===== src/rtl/agc_pkg.sv =====
// rtl/agc_pkg.sv - register map, FSM states and field positions for the AGC readout controller
package agc_pkg;

  localparam logic [31:0] REG_CLR  = 32'h0000_0010;
  localparam logic [31:0] REG_LOST = 32'h0000_0014;
  localparam logic [31:0] REG_OCC  = 32'h0000_0018;
  localparam logic [31:0] REG_HDR  = 32'h0000_0020;
  localparam logic [31:0] REG_T0   = 32'h0000_0024;
  localparam logic [31:0] REG_T1   = 32'h0000_0028;

  localparam int HDR_VALID   = 31;
  localparam int HDR_TYPE    = 30;
  localparam int HDR_AMP_MSB = 29;
  localparam int HDR_AMP_LSB = 16;

  localparam int EV_TYPE    = 62;
  localparam int EV_AMP_MSB = 61;
  localparam int EV_AMP_LSB = 48;
  localparam int EV_T1_MSB  = 47;
  localparam int EV_T1_LSB  = 32;

  typedef enum logic [2:0] {
    S_IDLE, S_CLR, S_POLL, S_RD_T0, S_RD_T1, S_GAP, S_STATS
  } state_t;

  function automatic logic [63:0] pack_event(input logic typ, input logic [13:0] amp,
                                             input logic [15:0] t1, input logic [31:0] t0);
    logic [63:0] w;
    w = '0;
    w[EV_TYPE] = typ;
    w[EV_AMP_MSB:EV_AMP_LSB] = amp;
    w[EV_T1_MSB:EV_T1_LSB] = t1;
    w[31:0] = t0;
    return w;
  endfunction

endpackage


===== src/rtl/agc_bus_txn.sv =====
// rtl/agc_bus_txn.sv - single-transaction bus master: one-cycle strobe, wait for ack or timeout
module agc_bus_txn #(
  parameter int BUS_TMO = 15
) (
  input  logic        clk_i,
  input  logic        rstn_i,
  input  logic        start_i,
  input  logic        write_i,
  input  logic [31:0] addr_i,
  input  logic [31:0] wdata_i,
  output logic [31:0] m_addr_o,
  output logic [31:0] m_wdata_o,
  output logic        m_wen_o,
  output logic        m_ren_o,
  input  logic        m_ack_i,
  output logic        busy_o,
  output logic        done_o,
  output logic        err_o
);

  localparam logic [15:0] TMO_LAST = 16'(BUS_TMO - 1);

  logic [15:0] wait_q;

  assign done_o = busy_o & m_ack_i;
  assign err_o  = busy_o & ~m_ack_i & (wait_q == TMO_LAST);

  // Strobes default low every cycle so a read of the popping register can never be held.
  always_ff @(posedge clk_i or negedge rstn_i) begin
    if (!rstn_i) begin
      m_addr_o  <= '0;
      m_wdata_o <= '0;
      m_wen_o   <= 1'b0;
      m_ren_o   <= 1'b0;
      busy_o    <= 1'b0;
      wait_q    <= '0;
    end else begin
      m_wen_o <= 1'b0;
      m_ren_o <= 1'b0;
      if (start_i) begin
        busy_o    <= 1'b1;
        wait_q    <= '0;
        m_addr_o  <= addr_i;
        m_wdata_o <= write_i ? wdata_i : '0;
        m_wen_o   <= write_i;
        m_ren_o   <= ~write_i;
      end else if (done_o || err_o) begin
        busy_o <= 1'b0;
      end else if (busy_o) begin
        wait_q <= wait_q + 16'd1;
      end
    end
  end

endmodule


===== src/rtl/agc_readout_ctrl.sv =====
// rtl/agc_readout_ctrl.sv - run control and event readout sequencer; AGC_RDCTRL_STATS_EN adds end-of-run stats reads
module agc_readout_ctrl
  import agc_pkg::*;
#(
  parameter int BUS_TMO  = 15,
  parameter int POP_GAP  = 8,
  parameter int POLL_GAP = 4
) (
  input  logic        clk_i,
  input  logic        rstn_i,
  input  logic        run_start_i,
  input  logic        run_stop_i,
  input  logic [31:0] run_len_i,
  output logic [31:0] m_addr_o,
  output logic [31:0] m_wdata_o,
  output logic        m_wen_o,
  output logic        m_ren_o,
  input  logic [31:0] m_rdata_i,
  input  logic        m_ack_i,
  output logic [63:0] ev_data_o,
  output logic        ev_valid_o,
  input  logic        ev_ready_i,
  output logic        run_active_o,
  output logic [31:0] ev_count_o,
  output logic        bus_err_o,
  output logic [31:0] lost_o,
  output logic [15:0] fifo_hw_o
);

  state_t      state_q, state_d;
  logic [7:0]  gap_q;
  logic        stop_q, stop_now, go_end;
  logic [31:0] len_q, tmr_q, t0_q;
  logic        hdr_type_q;
  logic [13:0] hdr_amp_q;
  logic        iss, iss_wr;
  logic [31:0] iss_addr;
  logic        txn_busy, txn_done, txn_err;
`ifdef AGC_RDCTRL_STATS_EN
  logic        stat_sel_q;
`endif

  agc_bus_txn #(.BUS_TMO(BUS_TMO)) u_txn (
    .clk_i     (clk_i),
    .rstn_i    (rstn_i),
    .start_i   (iss),
    .write_i   (iss_wr),
    .addr_i    (iss_addr),
    .wdata_i   (32'h1),
    .m_addr_o  (m_addr_o),
    .m_wdata_o (m_wdata_o),
    .m_wen_o   (m_wen_o),
    .m_ren_o   (m_ren_o),
    .m_ack_i   (m_ack_i),
    .busy_o    (txn_busy),
    .done_o    (txn_done),
    .err_o     (txn_err)
  );

  assign run_active_o = (state_q != S_IDLE);
  assign stop_now     = stop_q | ((len_q != '0) && (tmr_q == len_q));

  // Bus strobes are issued on the transition decision so each read costs two cycles.
  always_comb begin
    state_d  = state_q;
    iss      = 1'b0;
    iss_wr   = 1'b0;
    iss_addr = REG_HDR;
    go_end   = 1'b0;
    case (state_q)
      S_IDLE: if (run_start_i) begin
        state_d = S_CLR; iss = 1'b1; iss_wr = 1'b1; iss_addr = REG_CLR;
      end
      S_CLR: if (txn_done) state_d = S_POLL;
      S_POLL: begin
        if (txn_done) begin
          if (m_rdata_i[HDR_VALID]) begin
            state_d = S_RD_T0; iss = 1'b1; iss_addr = REG_T0;
          end
        end else if (!txn_busy && gap_q == '0) begin
          if (stop_now) go_end = 1'b1;
          else if (!ev_valid_o) iss = 1'b1;
        end
      end
      S_RD_T0: if (txn_done) begin
        state_d = S_RD_T1; iss = 1'b1; iss_addr = REG_T1;
      end
      S_RD_T1: if (txn_done) state_d = S_GAP;
      S_GAP: if (gap_q == '0) begin
        if (stop_now) go_end = 1'b1;
        else begin
          state_d = S_POLL; iss = ~ev_valid_o;
        end
      end
`ifdef AGC_RDCTRL_STATS_EN
      S_STATS: if (txn_done) begin
        if (!stat_sel_q) begin
          iss = 1'b1; iss_addr = REG_OCC;
        end else begin
          state_d = S_IDLE;
        end
      end
`endif
      default: state_d = S_IDLE;
    endcase
    if (go_end) begin
`ifdef AGC_RDCTRL_STATS_EN
      state_d = S_STATS; iss = 1'b1; iss_addr = REG_LOST;
`else
      state_d = S_IDLE;
`endif
    end
    if (txn_err) begin
      state_d = S_IDLE; iss = 1'b0;
    end
  end

  always_ff @(posedge clk_i or negedge rstn_i) begin
    if (!rstn_i) begin
      state_q    <= S_IDLE;
      gap_q      <= '0;
      stop_q     <= 1'b0;
      len_q      <= '0;
      tmr_q      <= '0;
      t0_q       <= '0;
      hdr_type_q <= 1'b0;
      hdr_amp_q  <= '0;
      ev_valid_o <= 1'b0;
      ev_data_o  <= '0;
      ev_count_o <= '0;
      bus_err_o  <= 1'b0;
    end else begin
      state_q <= state_d;
      if (state_q == S_IDLE && run_start_i) begin
        stop_q     <= 1'b0;
        len_q      <= run_len_i;
        tmr_q      <= '0;
        ev_count_o <= '0;
        bus_err_o  <= 1'b0;
      end else begin
        if (run_stop_i && state_q != S_IDLE) stop_q <= 1'b1;
        if (state_q != S_IDLE && (len_q == '0 || tmr_q != len_q)) tmr_q <= tmr_q + 32'd1;
        if (ev_valid_o && ev_ready_i) ev_count_o <= ev_count_o + 32'd1;
        if (txn_err) bus_err_o <= 1'b1;
      end
      // Gap counters hold N-1 so exactly N idle bus cycles separate ack and next strobe.
      if (state_q == S_POLL && txn_done && !m_rdata_i[HDR_VALID]) gap_q <= 8'(POLL_GAP - 1);
      else if (state_q == S_RD_T1 && txn_done) gap_q <= 8'(POP_GAP - 1);
      else if (gap_q != '0) gap_q <= gap_q - 8'd1;
      if (state_q == S_POLL && txn_done) begin
        hdr_type_q <= m_rdata_i[HDR_TYPE];
        hdr_amp_q  <= m_rdata_i[HDR_AMP_MSB:HDR_AMP_LSB];
      end
      if (state_q == S_RD_T0 && txn_done) t0_q <= m_rdata_i;
      if (state_q == S_RD_T1 && txn_done) begin
        ev_data_o  <= pack_event(hdr_type_q, hdr_amp_q, m_rdata_i[15:0], t0_q);
        ev_valid_o <= 1'b1;
      end else if (ev_valid_o && ev_ready_i) begin
        ev_valid_o <= 1'b0;
      end
    end
  end

`ifdef AGC_RDCTRL_STATS_EN
  always_ff @(posedge clk_i or negedge rstn_i) begin
    if (!rstn_i) begin
      stat_sel_q <= 1'b0;
      lost_o     <= '0;
      fifo_hw_o  <= '0;
    end else if (state_q == S_STATS && txn_done) begin
      if (!stat_sel_q) begin
        lost_o     <= m_rdata_i;
        stat_sel_q <= 1'b1;
      end else begin
        fifo_hw_o  <= m_rdata_i[31:16];
        stat_sel_q <= 1'b0;
      end
    end
  end
`else
  assign lost_o    = '0;
  assign fifo_hw_o = '0;
`endif

endmodule

===== config.mk =====
export PLATFORM = sky130hd
export DESIGN_NAME = agc_readout_ctrl
export DESIGN_NICKNAME = d
export VERILOG_FILES = /design/src/rtl/agc_pkg.sv /design/src/rtl/agc_bus_txn.sv /design/src/rtl/agc_readout_ctrl.sv
export SDC_FILE = /design/constraint.sdc
export NUM_CORES = 1
export LEC_CHECK = 0
export BUFFER_PORTS_ARGS = -buffer_cell sky130_fd_sc_hd__buf_4
export CAP_MARGIN = 20
export CORE_MARGIN = 1.5
export CORE_UTILIZATION = 50
export CTS_CLUSTER_SIZE = 25
export DETAILED_ROUTE_END_ITERATION = 10
export PLACE_DENSITY = 0.75
export SLEW_MARGIN = 5
export SYNTH_ARGS = -nofsm -noshare
export SYNTH_HDL_FRONTEND = slang
export SYNTH_SLANG_ARGS = --single-unit
export TNS_END_PERCENT = 1

===== constraint.sdc =====
create_clock -name clk_i -period 6.6 [get_ports clk_i]
set_clock_uncertainty 0.1 [all_clocks]
set_input_delay 0.33 -clock clk_i [delete_from_list [all_inputs] [get_ports clk_i]]
set_output_delay 0.33 -clock clk_i [all_outputs]
set_load 0.005 [all_outputs]

==> metrics.txt, run 1 <==
port bufs 174; Crit path arrival time 3.09 ns; clock sink count ~240; GRT Overall Usage about 21%; pwr/cell area 318 mW/mm^2; Setup TNS 0 ns; CP most frequent cell or4_4; initial antenna violation count 0; Die ar. roughly 0.024 sq mm; Post-Syn Area about 0.012 sq mm; Post-CTS Setup Bufs 0; initial detailed-routing violation count around 420; Row Count 55; Routed met1 length 11400 microns; vias in the first global route 8600; Crit Path Class reg2reg; Final #Nets 1523; Worst-path clk slew 0.06 ns; WL met2 12800 microns; Critical Path, Cell by Cell or4_4 -> nor3_4 -> o21ai_2 -> or4_4 -> o21ai_4 -> o21ai_0; pre-CTS setup slack 3.75 ns; Die Width 156 microns; clk_lat worst skew 0.52 ns; core area 0.0228 sq mm; Max Cap Violations 0; Longest Clk Path Bufs 3; CTS tree built; # diodes 0; RSZ-0062 raised after global routing no; synth warn 0; Max Clk Rate about 0.36 GHz; CP max-delay cell or4_4; Max VDD drop 0.222 mV; Setup WS post-layout 3.79 ns; Routability Congestion 0.801; wire length after detailed routing about 26000 microns; Synth Flop Type dfrtp_1; worst slew pin tran 0.991 ns; total power draw about 0.0046 W; post-cts resize count 0; leak pwr 7.35 nW; unique cell type count in the Yosys netlist 51; vias per std cell 5.04; flops & latches, synth 244; Final min period 2.81 ns; Starting Density slightly above 50%; Fin. Hold Viols 0; max incr delay on CP ~0.59 ns; Post-synth EDFFs 0; wire length on met3 approximately 1100 microns; global-route wire length before repair 43000 microns; via count 8971; delay-heaviest family, CP simple AND/OR/NAND/NOR gates; Hold Crit Class in2reg; register area share after synthesis 52.2%; filler cell count between 1500 and 2000; final setup vio count 0; crit start category register; largest fanout on the critical path 23; status completed; Root Driver clkbuf_16; Async SR Flop Fraction 100%; largest net degree at the start of global routing approximately 130; die height approximately 160 microns; DR pass1 iterations 5; Worst setup EP type register; Area growth, synth to finish 23.8%; CTS buffer count 26; drt drc 0; post-synthesis average cell area 9.58 sq um; period utilisation layout between 40% and 50%; cell count after synthesis between 1000 and 1500; uppermost layer routed met4; I/O pin count 283; ratio of cells with drive above 1 in the final layout 20.1%; Worst Path Buf+Inv 0; Max Transition Viols Final 0; # H-tree levels 1; ANT nets after route 0; normalized max-slew margin 33.9%; required time worst endpoint 6.88 ns; remaining global-route overflow 0; Wirelength per Cell 14.7 microns; Detailed Place HPWL between 15000 and 20000 microns
## registers in the layout, summed over array words and instances, names as in the netlist
name and flops:
ev_data_o 63, ev_count_o 32, len_q 32, t0_q 32, tmr_q 32, u_txn.wait_q 16
hdr_amp_q 14, gap_q 8, u_txn.m_addr_o 4, state_q 3, bus_err_o 1, ev_valid_o 1
hdr_type_q 1, stop_q 1, u_txn.busy_o 1, u_txn.m_ren_o 1, u_txn.m_wdata_o 1, u_txn.m_wen_o 1
## worst min-delay path: stages
cell and delay, ns:
buf_4 0.12, nand3_1 0.07, xnor2_1 0.07, nand2b_1 0.06
a21oi_1 0.06
## placed cells by master, fill, tap and decap left out, types with 3 or more instances in the layout
master,instances
a21oi_1,32
and2_1,4
and3_1,7
and4_1,8
buf_4,182
bufinv_16,3
clkbuf_1,3
clkbuf_16,27
clkbuf_8,6
clkinv_2,3
clkinvlp_4,3
conb_1,108
dfrtp_1,244
dlygate4sd3_1,67
ha_1,6
inv_1,23
mux2_2,47
mux2i_1,3
nand2_1,326
nand2b_1,4
nand3_1,33
nand4_1,23
nor2_1,79
nor3_1,10
nor4_1,23
o211ai_1,5
o21ai_0,20
o31ai_1,20
or2_2,5
or3_1,9
or4_1,15
xnor2_1,21
xor2_1,60
## final cells by class
type | count | area, sq um | area share, %
Inverter | 23 | 86.3 | 0.597
Tap cell | 313 | 392 | 2.71
Clock inverter | 11 | 148 | 1.02
Clock buffer | 36 | 769 | 5.32
Timing Repair Buffer | 251 | 2080 | 14.4
Multi-Input combinational cell | 901 | 4890 | 33.8
Sequential cell | 244 | 6110 | 42.2
## cells in the mapped netlist (2+ instances only)
library cell	instances	share of area [%]
nand2_1	327	10
dfrtp_1	244	52
buf_4	110	7.1
nor2_1	79	2.5
xor2_1	60	4.5
mux2_2	47	4.5
clkbuf_1	38	1.2
nand3_1	34	1.5
a21oi_1	32	1.4
inv_1	23	0.74
nand4_1	23	1.2
nor4_1	23	1.2
o31ai_1	21	1.3
xnor2_1	21	1.6
o21ai_0	20	0.86
or4_1	15	0.96
nor3_1	11	0.47
or3_1	9	0.48
and4_1	8	0.60
buf_2	8	0.34
and3_1	7	0.37
and2_1	6	0.32
ha_1	6	0.64
o211ai_1	5	0.32
or2_2	5	0.27
nand2b_1	4	0.21
mux2i_1	3	0.26
a211o_1	2	0.15
buf_1	2	0.064
buf_6	2	0.19
nor2b_1	2	0.11
o311ai_0	2	0.15
o41ai_1	2	0.15
or4_4	2	0.19
or4b_2	2	0.17
## kinds of logic (layout without fill, tap and decap cells)
group,after synthesis,after routing,synth area share [%]
muxes,50,50,4.78
other,1,108,0.0321
AOI/OAI and AO/OA,94,94,5.05
buffers and inverters,183,321,9.62
xor gates and xnor gates,81,81,6.07
adders and majority gates,6,6,0.642
and+or+nand+nor,562,562,21.6
DFF,244,244,52.2
## layer usage
layer / track usage (%) / up-vias
met5: 0 / -
met1: 29.5 / 4355
met3: 2.58 / 57
met2: 35.2 / 265
met4: 7.53 / 0
li1: - / 4294
## where the power goes
group	leakage (nW)	switching [W]	internal (W)
clock network	0.444	0.000605	0.000934
logic	3.64	0.000530	0.000445
registers	3.27	0.000274	0.00181
total	7.35	0.00141	0.00319
## final timing paths
path	from	endpoint	slack [ns]	depth (start not counted)
worst max-delay path	gap_q[3]	u_txn.m_addr_o[4]	3.79	6
worst min-delay path	m_ack_i	state_q[1]	0.13	5
worst max register to register	gap_q[3]	u_txn.m_addr_o[4]	3.79	6
worst min register to register	t0_q[30]	ev_data_o[30]	0.36	2
max in group asynchronous	rstn_i	ev_count_o[1]	4.73	4
min in group asynchronous	rstn_i	ev_data_o[49]	0.43	2
## per-stage QoR
step,cells,hold WS (ns),util [%],area [sq um]
after CTS,1778,0.115,63.4,14400
after floorplan,1328,-0.0656,-,12100
after global placement,1664,0.340,56.4,12900
after global routing,1779,0.145,63.5,14500
final,1779,0.134,63.5,14500
after detailed placement,1664,0.347,56.4,12900
## repair_timing
| action | CTS | global route |
|---|---|---|
| hold endpoints to repair | 229 | 0 |
| setup endpoints to repair | 0 | 0 |
| hold buffers | 67 | 0 |
No activity file was read; power rests on OpenSTA's default activity.
==> run 2, diff against run 1 <==
==> constraint.sdc (replaced) <==
create_clock -name clk_i -period 2.6 [get_ports clk_i]
set_clock_uncertainty 0.1 [all_clocks]
set_input_delay 0.13 -clock clk_i [delete_from_list [all_inputs] [get_ports clk_i]]
set_output_delay 0.13 -clock clk_i [all_outputs]
set_load 0.005 [all_outputs]
==> metrics.txt, run 2 (synthesis results as in run 1) <==
filler cell count 1797 (-0.61%); worst slew pin tran 0.546 ns (-0.445 ns); uppermost layer routed met4; wire length on met3 1180 microns (+9.9%); final std cells w/o fill 1804 (+1.4%); remaining global-route overflow 0 (unchanged); Cells after DPL 1687 (+1.4%); Die Width 156 microns (unchanged); Worst setup EP type register; port bufs 174 (unchanged); Final min period 2.45 ns (-0.357 ns); initial antenna violation count 1 (+1); I/O pin count 283 (unchanged); status completed; crit start category register; Worst-path clk slew 0.06 ns (about the same); Die ar. 0.0243 sq mm (unchanged); period utilisation layout 94.3% (+52 points); Row Count 55 (unchanged); Max Clk Rate 0.408 GHz (+15%); Detailed Place HPWL 17600 microns (+6.1%); largest reg by FF count ev_data_o; ratio of cells with drive above 1 in the final layout 21.7% (+1.6 points); Longest Clk Path Bufs 3 (unchanged); max reg flops 63 (unchanged); Max VDD drop 0.556 mV (+150%); most common cell after layout, fill and taps aside nand2_1; vias per std cell 5.08 (+0.77%); drt drc 0 (unchanged); initial detailed-routing violation count 526 (+24%); normalized max-slew margin 63.5% (+30 points); Wirelength per Cell 14.9 microns (+1.5%); leak pwr 7.53 nW (+2.4%); CTS buffer count 26 (unchanged); Routed met1 length 11500 microns (+1.0%); ANT nets after route 0 (unchanged); # H-tree levels 1 (unchanged); Final #Nets 1547 (+1.6%); final instance area 0.0148 sq mm (+2.4%); r2r worst-path depth 7 (+1); RSZ-0062 raised after global routing no; Max Transition Viols Final 0 (unchanged); core area 0.0228 sq mm (unchanged); Hold Crit Class in2async; via count 9167 (+2.2%); largest fanout on the critical path 22 (-4.3%); Critical Path, Cell by Cell nor4_2 -> nand4_1 -> nor2_2 -> o31ai_4 -> buf_12 -> or4_1 -> a21oi_1; clk_lat worst skew 0.53 ns (about the same); wire length after detailed routing 26800 microns (+2.9%); Starting Density 51.3% (unchanged); Fin. Hold Viols 0 (unchanged); vias in the first global route 8690 (+1.0%); dpl cell area 0.0131 sq mm (+2.2%); final setup vio count 0 (unchanged); largest net degree at the start of global routing 69 (-49%); total power draw 0.0121 W (+160%); CTS tree built; required time worst endpoint 2.95 ns (-3.93 ns); WL met2 13400 microns (+4.5%); Max Cap Violations 0 (unchanged); DR pass1 iterations 5 (unchanged); Crit Path Class reg2reg; GRT Overall Usage 22.2% (+0.73 points); Crit path arrival time 2.80 ns (-0.29 ns); pwr/cell area 814 mW/mm^2 (+160%); post-layout util 65.0% (+1.5 points); most frequent cells in the layout nand2_1 (326), dfrtp_1 (244), buf_4 (196), conb_1 (108), nor2_1 (78); global-route wire length before repair 43700 microns (+1.8%); Area growth, synth to finish 26.7%; Setup TNS 0 ns (unchanged); max incr delay on CP 0.52 ns (-0.07 ns); CP max-delay cell or4_1; die height 156 microns (unchanged); Routability Congestion 0.852 (+6.3%); clock sink count 244 (unchanged); Root Driver clkbuf_16
run 2: changes by cell type in the layout (fill, tap and decap cells not counted), sizes merged:
cell,delta
dlygate4sd3,+2
diode,+1
clkbuf,-4
inv,-1
clkinv,+3
buf,+22
bufinv,+2
run 2: timing repair:
action	in CTS	in global routing
setup buffers	0	0
resized for setup	0	5
hold endpoints to repair	322	0
endpoints found under the setup margin	0	38
hold buffers	69	0
run 2: worst max-delay path: cells and delay by family, from the launching register on:
family	cells	cell delay, ns
AND/OR/NAND/NOR	4	1.35
buffers and inverters	1	0.19
AO/OA/AOI/OAI	2	0.32
flip-flops	1	0.43
run 2: final cells by class:
cell class,instances,area [sq um],area share [%]
inverter,23,86.3,0.583
antenna,1,2.50,0.0169
clock inverter,15,219,1.48
multi-input combinational,901,4920,33.2
clock buffer,32,733,4.95
sequential,244,6110,41.2
tap,313,392,2.64
timing repair buffer,275,2360,15.9
run 2: metrics by stage:
| stage | hold WS, ns | setup slack, ns |
|---|---|---|
| 2_1_floorplan | -0.266 | 0.201 |
| 3_3_place_gp | 0.0228 | 0.103 |
| 3_5_place_dp | 0.0324 | 0.0560 |
| 4_1_cts | 0.0543 | 0.0321 |
| 5_1_grt | 0.0873 | 0.0481 |
| 6_report | 0.0381 | 0.149 |
run 2: where the power goes:
group          switching, W  leakage [nW]  total [W]  internal, W
Combinational       0.00144          3.79    0.00274      0.00129
Sequential         0.000705          3.27    0.00529      0.00459
Clock               0.00153         0.465    0.00403      0.00250
run 2: final timing paths:
| kind | start | endpoint | slack, ns |
|---|---|---|---|
| max | len_q[25] | tmr_q[11] | 0.15 |
| min | rstn_i | ev_data_o[17] | 0.04 |
| max reg2reg | len_q[25] | tmr_q[11] | 0.15 |
| min reg2reg | t0_q[28] | ev_data_o[28] | 0.36 |
| max in group asynchronous | rstn_i | ev_data_o[9] | 1.53 |
| min in group clk_i | run_len_i[17] | len_q[17] | 0.23 |
run 2: routing by layer:
metal,GRT usage [%],vias up
met5,0,-
met4,8.71,0
met3,2.94,61
met2,37.0,282
met1,29.5,4479
li1,-,4345
==> run 3, diff against run 2 <==
--- a/config.mk
+++ b/config.mk
@@ -5,7 +5,7 @@
 export SDC_FILE = /design/constraint.sdc
 export NUM_CORES = 1
 export LEC_CHECK = 0
-export BUFFER_PORTS_ARGS = -buffer_cell sky130_fd_sc_hd__buf_4
+export BUFFER_PORTS_ARGS = -buffer_cell sky130_fd_sc_hd__buf_2
 export CAP_MARGIN = 20
 export CORE_MARGIN = 1.5
 export CORE_UTILIZATION = 50
==> metrics.txt, run 3 (synthesis results as in run 1) <==
global-route wire length before repair 44100 microns (+0.88%); RSZ-0062 raised after global routing yes; period utilisation layout 95.1% (+0.88 points); port bufs 174 (unchanged); total power draw 0.0120 W (-0.72%); final std cells w/o fill 1814 (+0.55%); ANT nets after route 0 (unchanged); Max Transition Viols Final 0 (unchanged); Final min period 2.47 ns (+0.0228 ns); Die Width 156 microns (unchanged); clk_lat worst skew 0.53 ns (about the same); Detailed Place HPWL 17500 microns (-0.48%); leak pwr 7.53 nW (about the same); RR Endpoint tmr_q[28]; Worst setup EP type register; Worst Path Buf+Inv 2 (+1); largest reg by FF count ev_data_o; largest fanout on the critical path 30 (+36%); footprint of the multi-input gates 0.00490 sq mm (-0.28%); Max Clk Rate 0.404 GHz (-0.92%); initial antenna violation count 1 (unchanged); filler cell count 1809 (+0.67%); core area 0.0228 sq mm (unchanged); dpl cell area 0.0128 sq mm (-2.8%); Routability Congestion 0.889 (+4.3%); crit start category register; CTS buffer count 26 (unchanged); most frequent cells in the layout nand2_1 (326), dfrtp_1 (243), buf_2 (173), conb_1 (108), nor2_1 (79); vias per std cell 5.08 (about the same); Fin. Hold Viols 0 (unchanged); GRT Overall Usage 22.4% (+0.17 points); ratio of cells with drive above 1 in the final layout 22.1% (+0.39 points); largest net degree at the start of global routing 89 (+29%); Root Driver clkbuf_16; CP max-delay cell dfrtp_1; Row Count 55 (unchanged); max reg flops 63 (unchanged); drt drc 0 (unchanged); r2r worst-path depth 8 (+1); normalized max-slew margin 58.1% (-5.4 points); pre-CTS setup slack 0.0258 ns (-0.0302 ns); I/O pin count 283 (unchanged); Final #Nets 1559 (+0.78%); vias in the first global route 8864 (+2.0%); wire length after detailed routing 26600 microns (-0.97%); Crit Path Class reg2reg; worst slew pin tran 0.629 ns (+0.0829 ns); CTS tree built; final setup vio count 0 (unchanged); Setup WS post-layout 0.126 ns (-0.0228 ns); remaining global-route overflow 0 (unchanged); combined flip-flop and latch cell area 0.00611 sq mm (about the same); clock sink count 244 (unchanged); pwr/cell area 829 mW/mm^2 (+1.9%); status completed; Worst-path clk slew 0.07 ns (about the same); Cells after DPL 1699 (+0.71%); die height 156 microns (unchanged); Wirelength per Cell 14.7 microns (-1.5%); via count 9209 (+0.46%); Max VDD drop 0.534 mV (-3.9%); Hold Crit Class in2async; Area growth, synth to finish 23.5%; most common cell after layout, fill and taps aside nand2_1; Crit path arrival time 2.76 ns (-0.04 ns); initial detailed-routing violation count 493 (-6.3%); Critical Path, Cell by Cell xor2_1 -> nor4_1 -> nand4_1 -> buf_4 -> o311ai_2 -> buf_12 -> or3_1 -> a21oi_1; worst flop-to-flop path startpoint tmr_q[29]; # H-tree levels 1 (unchanged); R2R Setup Slk 0.13 ns (-0.02 ns); final instance area 0.0144 sq mm (-2.6%); Longest Clk Path Bufs 3 (unchanged); Hold Slack 0.0813 ns (+0.0432 ns); required time worst endpoint 2.89 ns (-0.06 ns); DR pass1 iterations 5 (unchanged); delay-heaviest family, CP simple AND/OR/NAND/NOR gates; Max Cap Violations 0 (unchanged); Die ar. 0.0243 sq mm (unchanged); max incr delay on CP 0.42 ns (-0.10 ns); Starting Density 51.3% (unchanged)
-- run 3: routing by layer --
metal	part of all wire [%]	up-vias	wire length (microns)	global-route usage [%]
li1	-	4370	-	-
met1	42	4450	11100	29.2
met2	50	326	13200	38.0
met3	4.7	63	1250	2.86
met4	3.7	0	976	8.62
met5	0	-	0	0
-- run 3: through the flow --
stage          utilization [%]  TNS, ns
2_1_floorplan                -        0
3_3_place_gp              56.1        0
3_5_place_dp              56.1        0
4_1_cts                   63.3        0
5_1_grt                   63.4   -0.152
6_report                  63.4        0
-- run 3: power breakdown --
group	leakage, nW	internal [W]	switching, W
clock	0.471	0.00258	0.00149
combinational	3.79	0.00119	0.00146
sequential	3.27	0.00459	0.000664
-- run 3: final cells by class --
type,count,area share [%]
Inverter,23,0.598
Clock inverter,13,1.51
Antenna cell,1,0.0173
Timing Repair Buffer,287,13.8
Sequential cell,244,42.3
Tap cell,313,2.71
Multi-Input combinational cell,901,34.0
Clock buffer,32,5.09
-- run 3: what timing repair did --
item	in CTS	in global routing
endpoints found under the setup margin	0	30
setup buffers	0	0
hold buffers	69	0
resized for setup	0	4
endpoints found under the hold margin	192	0
-- run 3: worst max path at each step --
stage | endpoint | from | cells past startpoint
after floorplan | u_txn.m_addr_o[3] | gap_q[3] | 7
after global placement | tmr_q[29] | len_q[24] | 8
after detailed placement | tmr_q[5] | tmr_q[29] | 7
after CTS | tmr_q[5] | tmr_q[29] | 7
after global routing | tmr_q[28] | tmr_q[29] | 8
final | tmr_q[28] | tmr_q[29] | 8
-- run 3: worst reg2reg max path: stages, from the launching register on --
cell      delay (ns)
dfrtp_1         0.42
xor2_1          0.16
nor4_1          0.42
nand4_1         0.24
buf_4           0.22
o311ai_2        0.35
buf_12          0.22
or3_1           0.14
a21oi_1         0.07
